**src/rtl/simon_core_arbiter.sv**
```systemverilog
// simon_core_arbiter: two-port round-robin front end sharing one SIMON 128/128 core with per-port shadow keys.
// Defining SIMON_ARB_WDOG_EN adds a newData-to-doneData watchdog that aborts stuck operations.
module simon_core_arbiter #(
  parameter int N           = 64,
  parameter int M           = 2,
  parameter int WDOG_CYCLES = 255
) (
  input  logic                  clk,
  input  logic                  nR,
  input  logic [1:0]            key_wr,
  input  logic [1:0][M*N-1:0]   key_in,
  input  logic [1:0]            req_valid,
  output logic [1:0]            req_ready,
  input  logic [1:0]            req_enc_dec,
  input  logic [1:0][2*N-1:0]   req_data,
  output logic [1:0]            rsp_valid,
  input  logic [1:0]            rsp_ready,
  output logic [1:0][2*N-1:0]   rsp_data,
  output logic [1:0]            rsp_err,
  output logic                  core_newKey,
  output logic                  core_newData,
  output logic                  core_readData,
  output logic                  core_enc_dec,
  output logic [M*N-1:0]        core_key,
  output logic [2*N-1:0]        core_plain,
  input  logic                  core_ldKey,
  input  logic                  core_ldData,
  input  logic                  core_doneKey,
  input  logic                  core_doneData,
  input  logic [2*N-1:0]        core_cipher
);
  typedef enum logic [2:0] {
    IDLE, GRANT, KEY_LD, KEY_WT, DATA_LD, DATA_WT, READ
`ifdef SIMON_ARB_WDOG_EN
    , ABORT
`endif
  } state_t;
  state_t state_q, state_d;
  logic [1:0] pending_q, pending_d, mode_q, mode_d, rsp_valid_q, rsp_valid_d, sched;
  logic [1:0][2*N-1:0] buf_q, buf_d, rsp_data_q, rsp_data_d;
  logic [1:0][M*N-1:0] shadow_q, shadow_d;
  logic owner_q, owner_d, owner_valid_q, owner_valid_d, last_grant_q, last_grant_d;
  logic grant_q, grant_d, stale_q, stale_d;
`ifdef SIMON_ARB_WDOG_EN
  localparam int WW = $clog2(WDOG_CYCLES + 1);
  logic [WW-1:0] wdog_q, wdog_d;
  logic [1:0] rsp_err_q, rsp_err_d;
  assign rsp_err = rsp_err_q;
`else
  assign rsp_err = '0;
`endif
  assign sched        = pending_q & ~rsp_valid_q;
  assign req_ready    = ~pending_q & ~rsp_valid_q;
  assign rsp_valid    = rsp_valid_q;
  assign rsp_data     = rsp_data_q;
  assign core_key     = shadow_q[grant_q];
  assign core_plain   = buf_q[grant_q];
  assign core_enc_dec = mode_q[grant_q];
  always_comb begin
    state_d       = state_q;
    pending_d     = pending_q;
    mode_d        = mode_q;
    buf_d         = buf_q;
    shadow_d      = shadow_q;
    owner_d       = owner_q;
    owner_valid_d = owner_valid_q;
    last_grant_d  = last_grant_q;
    grant_d       = grant_q;
    stale_d       = stale_q;
    rsp_valid_d   = rsp_valid_q;
    rsp_data_d    = rsp_data_q;
    core_newKey   = 1'b0;
    core_newData  = 1'b0;
    core_readData = 1'b0;
`ifdef SIMON_ARB_WDOG_EN
    wdog_d        = wdog_q;
    rsp_err_d     = rsp_err_q;
`endif
    for (int i = 0; i < 2; i++) begin
      if (req_valid[i] && req_ready[i]) begin
        pending_d[i] = 1'b1;
        mode_d[i]    = req_enc_dec[i];
        buf_d[i]     = req_data[i];
      end
      if (rsp_valid_q[i] && rsp_ready[i]) begin
        pending_d[i]   = 1'b0;
        rsp_valid_d[i] = 1'b0;
`ifdef SIMON_ARB_WDOG_EN
        rsp_err_d[i]   = 1'b0;
`endif
      end
      if (key_wr[i]) begin
        shadow_d[i] = key_in[i];
        if (owner_q == i[0]) owner_valid_d = 1'b0;
      end
    end
    case (state_q)
      IDLE: state_d = |sched ? GRANT : IDLE;
      GRANT: begin
        grant_d      = &sched ? !last_grant_q : sched[1];
        last_grant_d = grant_d;
        stale_d      = 1'b0;
        state_d      = (owner_valid_d && owner_q == grant_d) ? DATA_LD : KEY_LD;
      end
      KEY_LD: if (core_ldKey) begin
        core_newKey = 1'b1;
        stale_d     = key_wr[grant_q];
        state_d     = KEY_WT;
      end
      // a shadow write during expansion means the core holds an outdated key
      KEY_WT: begin
        stale_d = stale_q | key_wr[grant_q];
        if (core_doneKey) begin
          owner_d       = grant_q;
          owner_valid_d = !(stale_q | key_wr[grant_q]);
          state_d       = DATA_LD;
        end
      end
      DATA_LD: if (core_ldData && core_doneKey) begin
        core_newData = 1'b1;
        state_d      = DATA_WT;
`ifdef SIMON_ARB_WDOG_EN
        wdog_d       = '0;
`endif
      end
      DATA_WT: begin
        if (core_doneData) state_d = READ;
`ifdef SIMON_ARB_WDOG_EN
        else if (wdog_q == WW'(WDOG_CYCLES - 2)) state_d = ABORT;
        else wdog_d = wdog_q + 1'b1;
`endif
      end
      READ: begin
        core_readData           = 1'b1;
        rsp_data_d[grant_q]     = core_cipher;
        rsp_valid_d[grant_q]    = 1'b1;
        state_d                 = IDLE;
      end
`ifdef SIMON_ARB_WDOG_EN
      ABORT: begin
        rsp_data_d[grant_q]  = '0;
        rsp_err_d[grant_q]   = 1'b1;
        rsp_valid_d[grant_q] = 1'b1;
        owner_valid_d        = 1'b0;
        state_d              = IDLE;
      end
`endif
      default: state_d = IDLE;
    endcase
  end
  always_ff @(posedge clk or negedge nR) begin
    if (!nR) begin
      state_q       <= IDLE;
      pending_q     <= '0;
      mode_q        <= '0;
      buf_q         <= '0;
      shadow_q      <= '0;
      owner_q       <= 1'b0;
      owner_valid_q <= 1'b0;
      last_grant_q  <= 1'b1;
      grant_q       <= 1'b0;
      stale_q       <= 1'b0;
      rsp_valid_q   <= '0;
      rsp_data_q    <= '0;
`ifdef SIMON_ARB_WDOG_EN
      wdog_q        <= '0;
      rsp_err_q     <= '0;
`endif
    end else begin
      state_q       <= state_d;
      pending_q     <= pending_d;
      mode_q        <= mode_d;
      buf_q         <= buf_d;
      shadow_q      <= shadow_d;
      owner_q       <= owner_d;
      owner_valid_q <= owner_valid_d;
      last_grant_q  <= last_grant_d;
      grant_q       <= grant_d;
      stale_q       <= stale_d;
      rsp_valid_q   <= rsp_valid_d;
      rsp_data_q    <= rsp_data_d;
`ifdef SIMON_ARB_WDOG_EN
      wdog_q        <= wdog_d;
      rsp_err_q     <= rsp_err_d;
`endif
    end
  end
endmodule

```
**config.mk**
```make
export PLATFORM = sky130hd
export DESIGN_NAME = simon_core_arbiter
export DESIGN_NICKNAME = d
export VERILOG_FILES = /design/src/rtl/simon_core_arbiter.sv
export SDC_FILE = /design/constraint.sdc
export NUM_CORES = 1
export LEC_CHECK = 0
export CAP_MARGIN = 5
export CELL_PAD_IN_SITES_DETAIL_PLACEMENT = 1
export CELL_PAD_IN_SITES_GLOBAL_PLACEMENT = 1
export CORE_AREA = 2 2 459 461
export CTS_CLUSTER_DIAMETER = 100
export DETAILED_ROUTE_END_ITERATION = 12
export DIE_AREA = 0 0 461 463
export GPL_TIMING_DRIVEN = 0
export PLACE_DENSITY_LB_ADDON = 0.1
export SETUP_SLACK_MARGIN = 0.2
export SYNTH_ARGS = -nofsm -noshare
export SYNTH_HDL_FRONTEND = slang
export SYNTH_SLANG_ARGS = --single-unit
```
**constraint.sdc**
```tcl
create_clock -name clk -period 1.77 [get_ports clk]
set_input_delay 0.2655 -clock clk [delete_from_list [all_inputs] [get_ports clk]]
set_output_delay 0.2655 -clock clk [all_outputs]
set_load 0.02 [all_outputs]
```
Yosys cells after proc, flatten, opt, wreduce, memory -nomap -nowiden
Cells that the tools add are included.

word-level totals
  flip-flop bits (word level) = 782
  bits of input ports = 654
  output and inout bits = 522
  word-level logic and storage cells = 95

cells by class
  $lt $le $gt $ge = 2
  eq/ne operators = 11
  multiplexer cells = 41
  bitwise operators = 6
  reduce and logical (&&, ||, !) cells = 18

operators with widths
  kind                                                                   count
  128-bit two-way mux                                                    5
  256-bit bitwise mux                                                    1
  128-bit demux with 1-bit select                                        1
  1-bit two-way mux                                                      25
  3-bit case mux with 6 select lines                                     1
  3-bit two-way mux                                                      5
  3-bit == test (second input constant)                                  3
  2-bit inequality test (second input constant)                          4
  1-bit logical AND                                                      7
  3-bit by 2-bit == test with 1-bit output (second input constant)       2
  2-bit AND reduction                                                    3
  2-bit bitwise AND                                                      2
  2-bit NOT                                                              2
  4-bit AND reduction                                                    1
  2-bit nonzero test                                                     2
  3-bit by 1-bit == test with 1-bit output (second input constant)       1
  3-bit logical NOT                                                      1
  1-bit case mux with 3 select lines                                     1
  3-bit nonzero test                                                     1
  1-bit logical NOT                                                      2
  1-bit by 2-bit < comparator with 1-bit output (second input constant)  1
  2-bit two-way mux                                                      1
  2-bit bitwise OR                                                       1
  2-bit OR reduction                                                     1
  other kinds (4)                                                        4

Longest topological paths before layout
Gate-level depths: netlist of the first run.

  depth in word-level cells = 8
  gate-level depth with buffers = 6
  depth with buffers taken out = 4

Worst setup path before layout of the first run
No wires, ideal clock.

  path type = reg2reg
  start point = register rsp_valid_q[1] (netlist: rsp_valid[1])
  end point = register buf_q[245] in the netlist's numbering
  data arrival time = 1.677 ns
  required time = 1.645 ns
  setup slack = -0.032 ns
  cell stages (with the launch flop) = 6
  buffers on the path = 2
  period minus slack after synthesis = 1.802 ns
  path through = dfrtp_1 nor2_1 and2_4 buf_4 buf_6 mux2_2

on the way
  word-level cells in the longest chain between the ends = 3

ends and longest elaborated chain
  what                    RTL line  RTL
  from (decl)             39        logic [1:0] pending_q, pending_d, mode_q, mode_d, rsp_valid_q, rsp_valid_d, sched;
  from (signal assigned)  180       rsp_valid_q <= rsp_valid_d;
  2-bit NOT               53        assign req_ready = ~pending_q & ~rsp_valid_q;
  2-bit bitwise AND       53
  via req_ready[1]        13        output logic [1:0] req_ready,
  1-bit logical AND       80        if (req_valid[i] && req_ready[i]) begin
  to (signal assigned)    173       buf_q <= buf_d;
  to (decl)               40        logic [1:0][2*N-1:0] buf_q, buf_d, rsp_data_q, rsp_data_d;

The timed path passes the listed nets, and every way through them passes these cells.
A chain may end at the register's enable or synchronous reset.

Worst setup path in the final report of the first run
  start point = register grant_q
  end point = output core_plain[107]

on the way
  word-level cells in the longest chain between the ends = 2

ends and longest elaborated chain
  what                                                     RTL line  RTL
  from (decl)                                              43        logic grant_q, grant_d, stale_q, stale_d;
  from (signal assigned)                                   178       grant_q <= grant_d;
  128-bit two-way mux (implied by the code) (2 in series)  57        assign core_plain = buf_q[grant_q];
  to (decl)                                                25        output logic [2*N-1:0] core_plain,

No other way between the ends. The select of a mux whose other input is x is not followed.

==> flow_summary.ini, run 1 <==
[critical_path]
critPathBufInv = 5
crit_path_end_kind = primary output
cp.arrival_ps = 2330
critPathKind = reg2out
cp_slowest_stage_delay_ps = 460
cpMaxStageDelayCell = dfrtp_2
crit_family = buffers and inverters
crit_required_ps = 1500
start_kind = flop
critPathMaxFanout = 5
crit_chain = buf_12 -> clkbuf_16 -> buf_12 -> clkbuf_16 -> mux2_4 -> buf_6

[min_path]
hp-class = in2async

[detailed_routing]
drtPass1Iterations = 5
drc = 0
vias = 22600
vias_per_cell = 3.63
drtAntennaViolNets = 0
post_drt_wl_per_cell_um = 26.4
first_iter_violations = 626
postRouteWirelength_um = 164000

[power_and_ir_drop]
switchingPower_mw = 34.0
pwr-share-seq_pct = 30.2
power_leakage_nw = 21.7
power.share.clock_pct = 23.6
p_int_mw = 59.0
ir_worst_vdd_mv = 0.902
switching_share_pct = 36.5
p_per_area_nw_per_um2 = 1790
pwr-share-comb_pct = 46.3

[yosys]
synth-main-ff-cell = dfrtp_1
synth_cell_types = 36
synth-seq-cells = 782
synth_top_cell_area_share_pct = 59.8
synthTopCellsByArea = dfrtp_1 (60%), mux2_2 (32%), mux2_4 (4.6%)
syn-instance-count = 1990
postSynth.asyncResetShare_pct = 100
yosysSeqAreaShare_pct = 59.9
yosys_warnings = 0
yosysTopAreaCell = dfrtp_1
syn_area_um2 = 32700
syn_avg_cell_area_um2 = 16.4
synth-edff-count = 0

[sta]
fmax_ghz = 0.385
finalSetupViolCount = 1175
fin_crit_sh_pct = 147
slew_headroom_pct = 37.7
hold_violations = 181
setup_tns_ps = -372000
fin_ws_ps = -825
grt_setup_unrepaired = yes
hold_ws_ps = -551
skew_ps = 58.6
period_needed_ps = 2590
maxSlewViolCount = 0
worst_pin_slew_ps = 934

[cts]
cts_tree = built
cts_root_buf = clkbuf_16
cts.sinks = 782
cts_max_level = 3
clk-insertion-delay-late_ps = 750
clk_pin_slew_ps = 60
cts_inserted_buffers = 107
clock_path_buffers = 3

[place]
dp_hpwl_um = 128000
preCtsSetupSlack_ps = -1460
port-buffer-count = 1173
gp_congestion = 0.734
place_area_um2 = 48200

[floorplan]
dieHeight_um = 463
rows = 168
ioPinCount = 1176
start_util_pct = 15.7
dieWidth_um = 461
core_um2 = 209000
design.die.area_um2 = 213000

[cells_and_area]
fin_nets = 3952
fill_cells = 22700
stdcell_area_um2 = 51900
ff_latch_area_um2 = 19600
area_growth_pct = 58.6
multi_input_comb_area_um2 = 12500
drive_gt1_share_pct = 46.9

[grt]
antenna_found_initial = 116
grt_start_max_net_pins = 101
grt_pass1_wl_um = 221000
grt_remaining_overflow = 0
grtUsageTotal_pct = 15.0
first_global_vias = 24900

[outcome]
violations = negative hold slack, negative setup slack
outcome = complete, but fails checks

[flow_run]
drv_cap = 0
==> final timing paths <==
kind | start | to | slack [ps] | cells after the start
max | grant_q | core_plain[107] | -820 | 6
min | nR | rsp_data[10] | -550 | 1
max reg2reg | state_q[0] | rsp_data[119] | -530 | 5
min reg2reg | stale_q | owner_valid_q | 470 | 1
max in group asynchronous | nR | grant_q | 180 | 5
min in group clk | req_data[252] | buf_q[252] | 120 | 2
==> registers in the layout, indices dropped and copies added, names as in the netlist, 2 cells and up <==
signal     count
mode_q         2
rsp_valid      2
pending_q      2
state_q        3
buf_q        256
shadow_q     256
rsp_data     256
==> Yosys cell counts, types with 2 or more instances <==
master and instances:
buf_4 28, nand2_1 5, nor2b_1 2, a21oi_1 9, o22ai_1 4, buf_2 58
nor2_1 8, inv_1 3, clkbuf_1 5, buf_1 2, nand2b_1 5, mux2_4 100
o21ai_0 5, mux2i_1 2, dfrtp_1 781, buf_6 25, mux2_2 928, nand4b_1 2
==> area by class of cell <==
class                      count  area share (%)
clock buffer                 162            6.07
clock inverter                28           0.637
sequential                   782            37.7
tap                         2805            6.77
timing repair buffer        1198            22.0
antenna                       44           0.212
inverter                       4          0.0290
buffer                       118            2.40
multi-input combinational   1087            24.1
==> through the flow <==
| stage | instances | hold slack, ps | power (mW) | utilization, % |
|---|---|---|---|---|
| final | 6228 | -551 | 93.0 | 24.9 |
| after global routing | 6204 | -588 | 98.3 | 24.8 |
| after CTS | 6170 | -616 | 93.3 | 24.8 |
| after detailed placement | 5978 | 235 | 71.5 | 23.1 |
| after floorplan | 1991 | -30.1 | 49.2 | - |
| after global placement | 5969 | 459 | 71.4 | 23.0 |
==> layout by cell type (no fill, tap or decap), drive strengths merged, types with 2 or more instances in the layout <==
cell type	instances
nand4b	2
o22ai	4
clkbuf	267
dlygate4sd2	10
mux2i	2
nor3b	2
clkinv	16
buf	288
conb	2
nand2b	5
a21oi	9
nor2	8
o21ai	5
nor2b	2
diode	44
dfrtp	781
bufinv	4
mux2	1028
nand2	6
clkdlybuf4s50	912
inv	11
==> power by group through the flow <==
stage | Sequential (mW) | Clock (mW) | Combinational (mW)
after floorplan | 31.0 | 0 | 18.2
after global routing | 29.1 | 23.7 | 45.6
after CTS | 28.1 | 23.1 | 42.1
after detailed placement | 28.3 | 0 | 43.2
final | 28.0 | 21.9 | 43.0
after global placement | 28.5 | 0 | 42.9
==> timing repair <==
action / 4_1_cts / 5_1_grt
buffers inserted: 1 / 4
resized for setup: 521 / 786
hold endpoints to repair: 211 / 120
setup endpoints to repair: 1328 / 1402
gates cloned: 1 / 8
==> layer usage <==
metal  routed length [um]  track usage, %  vias up  part of all wire, %
li1                     -               -     9852                    -
met3                18400            7.92      311                   11
met5                  627               0        -                 0.38
met4                 4710            5.24      100                  2.9
met2                80300            25.2      894                   49
met1                60400            15.9    11500                   37
==> cell families after synthesis <==
logic type,after synthesis,synth area share [%]
compound gates,23,0.413
buf+inv,122,2.52
flops,782,59.9
mux,1030,36.6
other cells,1,0.0115
simple gates,32,0.567
(Power assumes the default switching activity.)
==> run 2, diff against run 1 <==
- CAP_MARGIN: 5 -> default
- clock period: 1.77 -> 2.61 ns (I/O delays scaled with it)
==> flow_summary.ini, run 2 (synthesized netlist as in run 1, its figures left out) <==
[outcome]
outcome = complete, but fails checks
violations = negative setup slack

[sta]
fin_crit_sh_pct = 104
grt_setup_unrepaired = yes
fin_ws_ps = -114
hold_violations = 0
worst_pin_slew_ps = 1010
slew_headroom_pct = 32.4
finalSetupViolCount = 177
setup_tns_ps = -7890
fmax_ghz = 0.367
skew_ps = 27.4
maxSlewViolCount = 0
period_needed_ps = 2720
hold_ws_ps = 259

[grt]
grt_remaining_overflow = 0
grt_start_max_net_pins = 98
grt_pass1_wl_um = 225000
first_global_vias = 24900
grtUsageTotal_pct = 15.3
antenna_found_initial = 104

[cts]
clock_path_buffers = 3
cts.sinks = 782
cts_tree = built
cts_max_level = 3
clk-insertion-delay-late_ps = 720
cts_inserted_buffers = 109
cts_root_buf = clkbuf_16
clk_pin_slew_ps = 60

[cells_and_area]
fin_nets = 4001
final_common_cell = clkdlybuf4s50_1
final_cell_mix = clkdlybuf4s50_1 (899), dfrtp_1 (780), mux2_2 (769)
area_growth_pct = 65.1
stdcell_area_um2 = 54000
fin_cells = 6282
fill_cells = 22500
drive_gt1_share_pct = 47.7

[detailed_routing]
vias = 22800
postRouteWirelength_um = 169000
vias_per_cell = 3.63
drtPass1Iterations = 4
post_drt_wl_per_cell_um = 27.0
drtAntennaViolNets = 0
first_iter_violations = 678
drc = 0

[power_and_ir_drop]
power_leakage_nw = 23.0
ir_worst_vdd_mv = 0.614
finalPower_mw = 67.3
p_per_area_nw_per_um2 = 1250

[critical_path]
critPathKind = reg2out
crit_path_end_kind = primary output
crit_required_ps = 2220
start_kind = flop
critPathMaxFanout = 6
cp.arrival_ps = 2330

[floorplan]
design.die.area_um2 = 213000
ioPinCount = 1176
dieWidth_um = 461
core_um2 = 209000
rows = 168
dieHeight_um = 463
start_util_pct = 15.7

[place]
dp_cells = 5978
dp_hpwl_um = 130000
gp_congestion = 0.742
place_area_um2 = 48200
port-buffer-count = 1173

[flow_run]
drv_cap = 0

[min_path]
hp-class = in2reg
==> run 2: changes by cell type in the layout (fill, tap and decap cells not counted), sizes merged, moves of 2 or more <==
cell	previous run	this run
buf	288	418
clkbuf	267	205
inv	11	8
dlygate4sd2	10	0
clkinv	16	12
clkdlybuf4s50	912	899
dlymetal6s2s	0	14
diode	44	46
==> run 2: critical path, stage by stage, from the launching register on <==
cell and delay (ps):
dfrtp_2 450, buf_12 170, buf_16 160, buf_12 170
clkbuf_16 160, mux2_4 320, buf_6 140
==> run 2: report_power, final <==
part	internal [mW]	switching, mW	leakage (nW)
Sequential	16.6	2.44	9.31
Clock	9.04	6.21	1.75
Combinational	17.5	15.4	11.9
==> run 2: final timing paths <==
path | from | slack, ps | depth (start not counted) | to
worst max-delay path | grant_q | -110 | 6 | core_key[115]
worst min-delay path | key_in[138] | 260 | 2 | shadow_q[138]
worst max register to register | state_q[0] | 400 | 5 | rsp_data[121]
worst min register to register | stale_q | 460 | 1 | owner_valid_q
max in group asynchronous | nR | 540 | 6 | shadow_q[223]
min in group asynchronous | nR | 310 | 3 | rsp_data[203]
==> run 2: layout make-up <==
type / instances / area, um2 / share of cell area (%)
well taps: 2805 / 3510 / 6.50
diodes: 46 / 115 / 0.213
clock inverters: 21 / 312 / 0.577
multi-input cells: 1087 / 12900 / 23.9
clock buffers: 174 / 3270 / 6.07
inverters: 4 / 15.0 / 0.0278
flip-flops and latches: 782 / 19600 / 36.3
repair buffers: 1245 / 13000 / 24.1
plain buffers: 118 / 1270 / 2.35
==> run 2: per-stage QoR <==
step	utilization, %	setup WS (ps)
2_1_floorplan	-	808
3_3_place_gp	23.0	-42400
3_5_place_dp	23.1	-1020
4_1_cts	25.1	-282
5_1_grt	25.8	-231
6_report	25.9	-114
==> run 2: routing by layer <==
metal  up-vias  GRT usage [%]  share of wire, %
li1       9932              -                 -
met1     11600           16.8                38
met2       866           25.6                49
met3       264           7.40                10
met4        68           5.27               3.0
met5         -              0              0.24
==> run 2: timing repair <==
item                                    in CTS  in global routing
setup buffers                               10                 27
resized for setup                         1220                694
cloned                                       5                 19
endpoints found under the setup margin     283                353
hold endpoints to repair                    58                  0
hold buffers                                 2                  0
==> run 3, diff against run 2 <==
- CORE_AREA: 2 2 459 461 -> 3 3 460 462
- DIE_AREA: 0 0 461 463 -> 0 0 463 465
==> flow_summary.ini, run 3 (synthesized netlist as in run 1, its figures left out) <==
[detailed_routing]
postRouteWirelength_um = 169000
first_iter_violations = 637
vias = 23100
vias_per_cell = 3.65
drtPass1Iterations = 4
drtAntennaViolNets = 0
post_drt_wl_per_cell_um = 26.7
drc = 0

[floorplan]
design.die.area_um2 = 215000
dieHeight_um = 465
start_util_pct = 15.8
dieWidth_um = 463
rows = 167
ioPinCount = 1176
core_um2 = 207000

[critical_path]
worstReg2RegStart = pending_q[0]
worstSetupStartpoint = grant_q
reg2reg_depth = 4
critPathMaxFanout = 7
critPathKind = reg2out
reg2reg_slack_ps = 430
start_kind = flop
rr_endpoint = buf_q[2]
crit_path_end_kind = primary output
cp.arrival_ps = 2450
crit_required_ps = 2220

[sta]
finalSetupViolCount = 207
hold_ws_ps = 178
grt_setup_unrepaired = yes
setup_tns_ps = -19200
skew_ps = 46.6
maxSlewViolCount = 0
slew_headroom_pct = 34.3
hold_violations = 0
worst_pin_slew_ps = 986
fin_ws_ps = -231
period_needed_ps = 2840
fmax_ghz = 0.352
fin_crit_sh_pct = 109

[cells_and_area]
fin_nets = 4073
drive_gt1_share_pct = 48.5
final_common_cell = clkdlybuf4s50_1
finalCoreUtilization_pct = 25.8
fill_cells = 22500
final_cell_mix = clkdlybuf4s50_1 (901), mux2_2 (842), dfrtp_1 (780)
area_growth_pct = 63.9

[place]
preCtsSetupSlack_ps = -943
dp_hpwl_um = 131000
port-buffer-count = 1173
gp_congestion = 0.748

[cts]
cts.sinks = 782
cts_root_buf = clkbuf_16
cts_inserted_buffers = 110
clk-insertion-delay-late_ps = 740
clk_pin_slew_ps = 60
cts_tree = built
clock_path_buffers = 3
cts_max_level = 3

[grt]
grt_remaining_overflow = 0
antenna_found_initial = 111
grt_pass1_wl_um = 223000
grt_start_max_net_pins = 98
grtUsageTotal_pct = 15.0
first_global_vias = 24700

[min_path]
hp-class = in2async

[power_and_ir_drop]
ir_worst_vdd_mv = 0.558
power_leakage_nw = 22.9
p_per_area_nw_per_um2 = 1230

[outcome]
violations = negative setup slack
outcome = complete, but fails checks

[flow_run]
drv_cap = 0
run 3: cell types whose count changed in the layout (fill, tap and decap cells not counted), sizes merged:
cell,delta
bufinv,-3
clkdlybuf4s50,+2
clkinvlp,+1
diode,-10
clkinv,-4
buf,+44
inv,+1
clkbuf,+37
run 3: cell type report:
class / instances / area, um2 / area share [%]
multi-input combinational: 1087 / 12600 / 23.6
timing repair buffer: 1316 / 13000 / 24.2
antenna: 36 / 90.1 / 0.168
clock inverter: 16 / 235 / 0.439
buffer: 118 / 1270 / 2.38
sequential: 782 / 19600 / 36.5
inverter: 4 / 15.0 / 0.0280
tap: 2788 / 3490 / 6.51
clock buffer: 186 / 3300 / 6.16
run 3: timing repair:
action                                  CTS  global route
hold endpoints to repair                 64             0
hold buffers                              1             0
buffers inserted                          1           117
gates resized for setup                 424          1232
cloned                                    0            16
pin swaps                                 0             0
endpoints found under the setup margin  269           364
run 3: how the worst max path moves through the flow:
stage                      to  slack [ps]
2_1_floorplan      buf_q[245]         810
3_3_place_gp     shadow_q[57]      -42450
3_5_place_dp    core_plain[1]        -940
4_1_cts        core_plain[40]        -460
5_1_grt          core_key[93]        -380
6_report         core_key[97]        -230
run 3: power breakdown:
group          switching (mW)  internal (mW)  leakage (nW)
sequential               2.44           16.6          9.31
combinational            15.1           16.7          11.8
clock                    6.26           8.77          1.71
run 3: stage by stage:
stage          cells  power [mW]  area, um2
3_5_place_dp    5960        48.8      48100
3_3_place_gp    5952        48.8      47900
4_1_cts         6164        63.7      51700
2_1_floorplan   1991        33.4      32700
6_report        6333        65.9      53600
5_1_grt         6304        69.7      53500
run 3: metal layers:
metal / vias up / GRT usage [%] / wire length, um
met5: - / 0 / 425
met4: 68 / 3.68 / 4370
met3: 290 / 7.28 / 16500
met2: 894 / 26.5 / 85200
met1: 11800 / 15.9 / 62800
li1: 10100 / - / -
run 3: worst max-delay path, stage by stage, from the launching register on:
cell and delay [ps]:
dfrtp_2 420, buf_12 200, clkbuf_16 220, buf_12 120
clkbuf_16 140, buf_4 100, mux2_2 330, buf_2 170
